File: src/rtl/flag_register.sv
// flag_register
//   Architectural status-flag register with a condition-code evaluator and a
//   small LIFO for saving/restoring flag words around interrupts and calls.
//
//   Flag layout everywhere: [0]=Z, [1]=S, [2]=C, [3]=V.
//
// Ports
//   clk          system clock, all state updates on the rising edge
//   rst          asynchronous, active-high reset
//   flags_in     incoming flags from the ALU
//   flags_we     write strobe for flags_in
//   flags_mask   per-bit write enable used with flags_we
//   cond_valid   condition evaluation request (one result per request)
//   cond_code    4-bit condition code to evaluate
//   push         save the current flag register onto the stack
//   pop          restore the flag register from the stack top
//   err_clr      clears stack_err (a same-cycle new error wins)
//   flags_out    current flag register
//   taken        result of the most recent evaluation (held)
//   taken_valid  one-cycle pulse the cycle after a cond_valid request
//   stack_count  number of saved entries
//   stack_full   stack_count == DEPTH
//   stack_empty  stack_count == 0
//   stack_err    sticky misuse indicator (push+pop, push full, pop empty)
//
// Handshake: cond_valid is a fire-and-forget request with no back-pressure;
// every request sampled on a rising edge produces exactly one taken_valid
// pulse on the following cycle, with taken carrying the result. Requests may
// be issued every cycle.
module flag_register #(
  parameter int DEPTH = 4
) (
  input  logic                           clk,
  input  logic                           rst,
  input  logic [3:0]                     flags_in,
  input  logic                           flags_we,
  input  logic [3:0]                     flags_mask,
  input  logic                           cond_valid,
  input  logic [3:0]                     cond_code,
  input  logic                           push,
  input  logic                           pop,
  input  logic                           err_clr,
  output logic [3:0]                     flags_out,
  output logic                           taken,
  output logic                           taken_valid,
  output logic [$clog2(DEPTH+1)-1:0]     stack_count,
  output logic                           stack_full,
  output logic                           stack_empty,
  output logic                           stack_err
);

  localparam int CW = $clog2(DEPTH+1);

  logic [3:0]    flags_q;
  logic          taken_q;
  logic          taken_valid_q;
  logic [CW-1:0] count_q;
  logic          err_q;
  logic [3:0]    stack_mem [DEPTH];

  logic          full;
  logic          empty;
  logic          push_ok;
  logic          pop_ok;
  logic          err_set;
  logic [3:0]    stack_top;
  logic [3:0]    nf;
  logic          cond_result;

  assign full  = (count_q == CW'(DEPTH));
  assign empty = (count_q == '0);

  // A simultaneous push and pop is treated as misuse: neither happens.
  assign push_ok = push && !pop && !full;
  assign pop_ok  = pop && !push && !empty;
  assign err_set = (push && pop) || (push && !pop && full) || (pop && !push && empty);

  // Read mux for entry count-1; written as a compare loop so the index
  // width never has to match the array size.
  always_comb begin
    stack_top = '0;
    for (int i = 0; i < DEPTH; i++) begin
      if (count_q == CW'(i + 1)) stack_top = stack_mem[i];
    end
  end

  // Next flag value: a valid pop overrides any same-cycle write.
  always_comb begin
    nf = flags_q;
    if (pop_ok) begin
      nf = stack_top;
    end else if (flags_we) begin
      nf = (flags_in & flags_mask) | (flags_q & ~flags_mask);
    end
  end

  // Conditions are evaluated on nf so a same-cycle write or pop is forwarded.
  function automatic logic eval_cond(input logic [3:0] code, input logic [3:0] f);
    logic z, s, c, v;
    logic r;
    z = f[0];
    s = f[1];
    c = f[2];
    v = f[3];
    case (code)
      4'd0:    r = z;
      4'd1:    r = !z;
      4'd2:    r = c;
      4'd3:    r = !c;
      4'd4:    r = s;
      4'd5:    r = !s;
      4'd6:    r = v;
      4'd7:    r = !v;
      4'd8:    r = c && !z;
      4'd9:    r = !c || z;
      4'd10:   r = (s == v);
      4'd11:   r = (s != v);
      4'd12:   r = !z && (s == v);
      4'd13:   r = z || (s != v);
      4'd14:   r = 1'b1;
      default: r = 1'b0;
    endcase
    return r;
  endfunction

  assign cond_result = eval_cond(cond_code, nf);

  always_ff @(posedge clk or posedge rst) begin
    if (rst) begin
      flags_q       <= '0;
      taken_q       <= 1'b0;
      taken_valid_q <= 1'b0;
      count_q       <= '0;
      err_q         <= 1'b0;
    end else begin
      flags_q       <= nf;
      taken_valid_q <= cond_valid;
      if (cond_valid) taken_q <= cond_result;
      if (push_ok) begin
        count_q <= count_q + CW'(1);
      end else if (pop_ok) begin
        count_q <= count_q - CW'(1);
      end
      // Set takes priority over clear.
      if (err_set) begin
        err_q <= 1'b1;
      end else if (err_clr) begin
        err_q <= 1'b0;
      end
    end
  end

  // Stack storage has no reset; entries above stack_count are unreachable.
  always_ff @(posedge clk) begin
    for (int i = 0; i < DEPTH; i++) begin
      if (push_ok && (count_q == CW'(i))) stack_mem[i] <= flags_q;
    end
  end

  assign flags_out   = flags_q;
  assign taken       = taken_q;
  assign taken_valid = taken_valid_q;
  assign stack_count = count_q;
  assign stack_full  = full;
  assign stack_empty = empty;
  assign stack_err   = err_q;

endmodule

File: config.mk
export PLATFORM = sky130hd
export DESIGN_NAME = flag_register
export DESIGN_NICKNAME = d
export VERILOG_FILES = /design/src/rtl/flag_register.sv
export SDC_FILE = /design/constraint.sdc
export NUM_CORES = 1
export LEC_CHECK = 0
export ABC_AREA = 1
export BUFFER_PORTS_ARGS = -buffer_cell sky130_fd_sc_hd__buf_2
export CORE_MARGIN = 4
export CORE_UTILIZATION = 45
export CTS_CLUSTER_SIZE = 25
export DETAILED_ROUTE_END_ITERATION = 16
export PLACE_DENSITY = 0.67
export SLEW_MARGIN = 20
export SYNTH_ARGS = -nofsm -noshare
export SYNTH_HDL_FRONTEND = slang
export SYNTH_SLANG_ARGS = --single-unit
File: constraint.sdc
create_clock -name clk -period 2.6 [get_ports clk]
set_input_delay 0.26 -clock clk [delete_from_list [all_inputs] [get_ports clk]]
set_output_delay 0.26 -clock clk [all_outputs]
set_load 0.03 [all_outputs]
==> flow_summary.ini, run 1 <==
[sta]
setup_ws_ns = 0.2510
finalClockSkew_ns = 0.007762
setup_tns_ns = 0
hold_viol_final = 0
fin_crit_sh_pct = 90.35
fmax_mhz = 425.7
finalCriticalPeriod_ns = 2.349
final-setup-viol-count = 0
drv_slew = 0
slew_headroom_pct = 60.79
rsz0062_at_grt = no
tightest_slew_ns = 0.5837

[floorplanning]
ios = 31
start_util_pct = 48.33
rows = 20
fp.dieW_um = 66.20
core_region_area_um2 = 3153
die_h_um = 66.20
dieArea_um2 = 4382

[outcome]
outcome = finished clean

[route]
wire_per_inst_um = 12.07
route.detailed.drc = 0
via_per_inst = 4.929
first_iter_violations = 75
vias = 1326
routed_wl_um = 3248
dr.pass1.iters = 4
final_antenna_net_count = 0

[placed_design]
placed_cell_area_um2 = 1714
gp_congestion = 0.9140
dp.final_hpwl_um = 2502
dp_slack_ns = 0.3098
portBuffers = 30

[clock_tree]
clk_path_buf_depth = 2
clock_sinks = 26
clkTransAtPathRegs_ns = 0.14
cts_tree = yes
ctsResizeCount = 0
cts_hold_buf = 1
cts.root.buffer_cell = clkbuf_4
h-tree-depth = 1
cts_buffers = 3
clk_latency_ns = 0.32
cts_setup_buffers = 0

[yosys]
synth_area_per_cell_um2 = 7.937
yosys.cell_types.count = 22
synthesis.nets = 217
synth_area_um2 = 1524
yosysSeqAreaShare_pct = 47.95
postSynthCellCount = 192
yosys_warnings = 0
ys_ff_latch = 26

[power]
design_power_total_uw = 1686
powerDensity_nw_per_um2 = 963.0
ir_drop_mv = 0.7183
cellLeakagePower_uw = 0.0008999

[setup_path]
cp-end-kind = flip-flop
timing_worst_setup_path_type = reg2reg
crit_fanout = 7
arrival_ns = 2.32
cp.required_ns = 2.57
start_kind = flip-flop

[global_route]
grt_pass1_wl_um = 5623
gr-usage-all-layers_pct = 16.79
grt_max_degree = 15
grt_antenna_before_repair = 0
grt_overflow = 0
first_global_vias = 1246

[final_layout]
most-common-layout-cells = nand2_1, buf_2, nor2_1, inv_1, nand3_1
fin_nets = 251
diodes = 0
design_area_um2 = 1750
area_growth_syn_to_layout_pct = 14.86
final_common_cell = nand2_1
layout-drive-gt1-share_pct = 19.56

[run]
maxCapViolations = 0

[hold_path]
hold_path.class = in2reg
==> Yosys cell counts <==
library cell,number,share of area [%]
inv_2,3,0.74
o22ai_1,1,0.41
nand2_1,63,16
nor3_1,7,2.3
a21boi_2,1,0.74
nand2_2,2,0.82
nand3_4,1,1.1
a21oi_1,1,0.33
edfxtp_1,16,32
xor2_1,1,0.57
nand2_4,2,1.5
a21oi_2,2,1.1
o21ai_0,2,0.66
buf_6,1,0.74
clkbuf_1,1,0.25
o221ai_1,2,1.1
ha_1,6,4.9
nor2_1,25,6.2
nand4_1,2,0.82
inv_1,24,5.9
nand3_1,19,6.2
dfrtp_1,10,16
==> report_power, final <==
group / switching [uW] / internal (uW)
Clock: 115 / 56.2
Combinational: 590 / 259
Sequential: 101 / 564
Total: 806 / 879
==> state kept, by name, summed over array words and instances, names as in the netlist <==
| register | flops |
|---|---|
| taken | 1 |
| flags_out | 4 |
| taken_valid | 1 |
| stack_mem | 16 |
| stack_count | 3 |
| stack_err | 1 |
==> critical path, cell delays in order (launching register included) <==
cell	delay (ns)
dfrtp_1	0.46
inv_1	0.11
ha_1	0.25
nand2_1	0.19
inv_2	0.12
nor3_1	0.22
inv_1	0.17
nor3_1	0.48
==> cell type report <==
class | instances | area, um2
repair buffers | 31 | 160.2
well taps | 44 | 55.05
clock buffers | 3 | 22.52
multi-input cells | 137 | 676.9
clock inverters | 1 | 3.754
flip-flops and latches | 26 | 730.7
fillers | 316 | 1403
inverters | 27 | 101.3
==> final timing paths <==
check | start | to | slack [ns] | depth (start not counted)
worst max-delay path | stack_count[0]$_DFFE_PP0P_ | stack_mem[2][1]$_DFFE_PP_ | 0.25 | 7
worst min-delay path | cond_valid | taken_valid$_DFF_PP0_ | 0.07 | 1
worst max register to register | stack_count[0]$_DFFE_PP0P_ | stack_mem[2][1]$_DFFE_PP_ | 0.25 | 7
worst min register to register | taken$_DFFE_PP0P_ | taken$_DFFE_PP0P_ | 0.49 | 2
max in group asynchronous | rst | flags_out[0]$_DFF_PP0_ | 1.83 | 3
min in group asynchronous | rst | stack_count[1]$_DFFE_PP0P_ | 0.46 | 3
==> metal layers <==
| layer | vias to the layer above | track usage [%] | wire (um) |
|---|---|---|---|
| li1 | 680 | - | - |
| met1 | 609 | 23.84 | 1607 |
| met3 | 4 | 1.701 | 146 |
| met4 | 0 | 5.838 | 40 |
| met5 | - | 0 | 0 |
| met2 | 33 | 26.52 | 1453 |
==> kinds of logic after synthesis <==
group	Yosys count	share of synthesized area (%)
AND/OR/NAND/NOR	121	34.48
buffers and inverters	29	7.635
flip-flops	26	47.95
AO/OA/AOI/OAI	9	4.434
adder cells (fa/ha/maj)	6	4.926
XOR/XNOR	1	0.5748
==> metrics by stage <==
stage / hold slack [ns] / instances / utilization, %
6_report: 0.06710 / 269 / 55.52
5_1_grt: 0.05503 / 269 / 55.52
4_1_cts: 0.05998 / 269 / 55.52
3_5_place_dp: 0.2807 / 264 / 54.37
3_3_place_gp: 0.2771 / 264 / 54.37
2_1_floorplan: 0.1002 / 192 / -
(Power assumes the default switching activity.)
==> run 2: changes to the inputs <==
--- a/config.mk
+++ b/config.mk
@@ -11,7 +11,7 @@
 export CORE_UTILIZATION = 45
 export CTS_CLUSTER_SIZE = 25
 export DETAILED_ROUTE_END_ITERATION = 16
-export PLACE_DENSITY = 0.67
+export PLACE_DENSITY = 0.71
 export SLEW_MARGIN = 20
 export SYNTH_ARGS = -nofsm -noshare
 export SYNTH_HDL_FRONTEND = slang
==> run 2 against run 1 <==
Against the previous run:
- via count down 3.2%
- combinational power shrank 0.7%
- critical endpoint is now stack_mem[1][0]$_DFFE_PP_
- cell count unchanged
- sequential share of layout area shrank 0.62 points
- critical path type unchanged
- wire length fell by 3.6%
==> flow_summary.ini, run 2 (synthesis results as in run 1) <==
[outcome]
outcome = finished clean

[global_route]
grt_max_degree = 16
grt_pass1_wl_um = 5340
grt_antenna_before_repair = 0
grt_overflow = 0
gr-usage-all-layers_pct = 16.23
first_global_vias = 1177

[clock_tree]
ctsResizeCount = 0
clk_path_buf_depth = 2
h-tree-depth = 1
cts_buffers = 3
clock_sinks = 26
cts.root.buffer_cell = clkbuf_4
cts_hold_buf = 1
clkTransAtPathRegs_ns = 0.14
cts_tree = yes
clk_latency_ns = 0.32
cts_setup_buffers = 0

[route]
routed_wl_um = 3132
route.detailed.drc = 0
wl_met1_um = 1390
wl_met3_um = 85
highest_layer = met4
wl_met2_um = 1590
via_per_inst = 4.773
vias = 1284
final_antenna_net_count = 0
dr.pass1.iters = 4
wire_per_inst_um = 11.64
first_iter_violations = 36

[setup_path]
r2r_end = stack_mem[1][0]$_DFFE_PP_
critPathTopFamily = simple AND/OR/NAND/NOR gates
r2r_cells = 7
slowest_delay_ns = 0.45
cp.required_ns = 2.57
cp-end-kind = flip-flop
crit_fanout = 7
reg2reg_from = stack_count[0]$_DFFE_PP0P_
rrSetupSlack_ns = 0.30
start_kind = flip-flop
slowest_stage = dfrtp_1
path_cells = inv_1, ha_1, nand2_1, inv_2, nor3_1, inv_1, nor3_1
timing_worst_setup_path_type = reg2reg
crit_buf_inv = 3
arrival_ns = 2.27

[final_layout]
most-common-layout-cells = nand2_1, buf_2, nor2_1, inv_1, nand3_1
fillers = 314
fin_util_pct = 56.35
regMostFlops = stack_mem
layout-drive-gt1-share_pct = 20.00
area_growth_syn_to_layout_pct = 16.58
fin_nets = 251
largest_reg_flops = 16
final_common_cell = nand2_1
diodes = 0

[placed_design]
gp_congestion = 0.7943
portBuffers = 30
dp.final_hpwl_um = 2506

[run]
maxCapViolations = 0

[floorplanning]
core_region_area_um2 = 3153
ios = 31
rows = 20
fp.dieW_um = 66.20
dieArea_um2 = 4382
start_util_pct = 48.33
die_h_um = 66.20

[sta]
fmax_mhz = 434.7
drv_slew = 0
slew_headroom_pct = 64.35
hold_viol_final = 0
finalCriticalPeriod_ns = 2.300
rsz0062_at_grt = no
final-setup-viol-count = 0
tightest_slew_ns = 0.5307
finalClockSkew_ns = 0.01051
setup_tns_ns = 0
fin_crit_sh_pct = 88.47

[power]
design_power_total_uw = 1784
cellLeakagePower_uw = 0.0009124
ir_drop_mv = 0.4378
powerDensity_nw_per_um2 = 1004

[hold_path]
hold_path.class = in2reg
hp-start = cond_valid
hold_end = taken_valid$_DFF_PP0_
whs_path_depth = 1
run 2: layout make-up:
cell class                      count  area, um2  area share [%]
Sequential cell                    26      730.7           41.13
Multi-Input combinational cell    137      676.9           38.10
Timing Repair Buffer               31      160.2           9.014
Inverter                           27      101.3           5.704
Tap cell                           44      55.05           3.099
Clock inverter                      1      30.03           1.690
Clock buffer                        3      22.52           1.268
run 2: per-layer routing:
metal  track usage (%)  up-vias
met2             27.88       16
met3             1.531        4
met4             7.614        0
li1                  -      686
met1             20.32      578
met5                 0        -
run 2: power by group:
group          internal, uW  switching, uW  leakage [uW]  total [uW]
sequential              564            101      0.000267         665
combinational           258            585      0.000617         843
clock                   156            120     0.0000279         276
run 2: worst max path at each step:
stage,startpoint,end,slack (ns),cells past startpoint
after floorplan,stack_count[0]$_DFFE_PP0P_,stack_mem[1][0]$_DFFE_PP_,0.33,7
after global placement,stack_count[0]$_DFFE_PP0P_,stack_mem[1][0]$_DFFE_PP_,0.44,7
after detailed placement,stack_count[0]$_DFFE_PP0P_,stack_mem[1][0]$_DFFE_PP_,0.35,7
after CTS,stack_count[0]$_DFFE_PP0P_,stack_mem[1][0]$_DFFE_PP_,0.31,7
after global routing,stack_count[0]$_DFFE_PP0P_,stack_mem[1][0]$_DFFE_PP_,0.08,7
final,stack_count[0]$_DFFE_PP0P_,stack_mem[1][0]$_DFFE_PP_,0.30,7
run 2: stage by stage:
stage | cells | setup WS [ns] | area, um2 | hold slack [ns]
6_report | 269 | 0.2998 | 1777 | 0.05492
5_1_grt | 269 | 0.08449 | 1777 | 0.05814
4_1_cts | 269 | 0.3051 | 1777 | 0.04717
3_5_place_dp | 264 | 0.3477 | 1714 | 0.2684
3_3_place_gp | 264 | 0.4357 | 1714 | 0.2672
2_1_floorplan | 192 | 0.3314 | 1524 | 0.1002
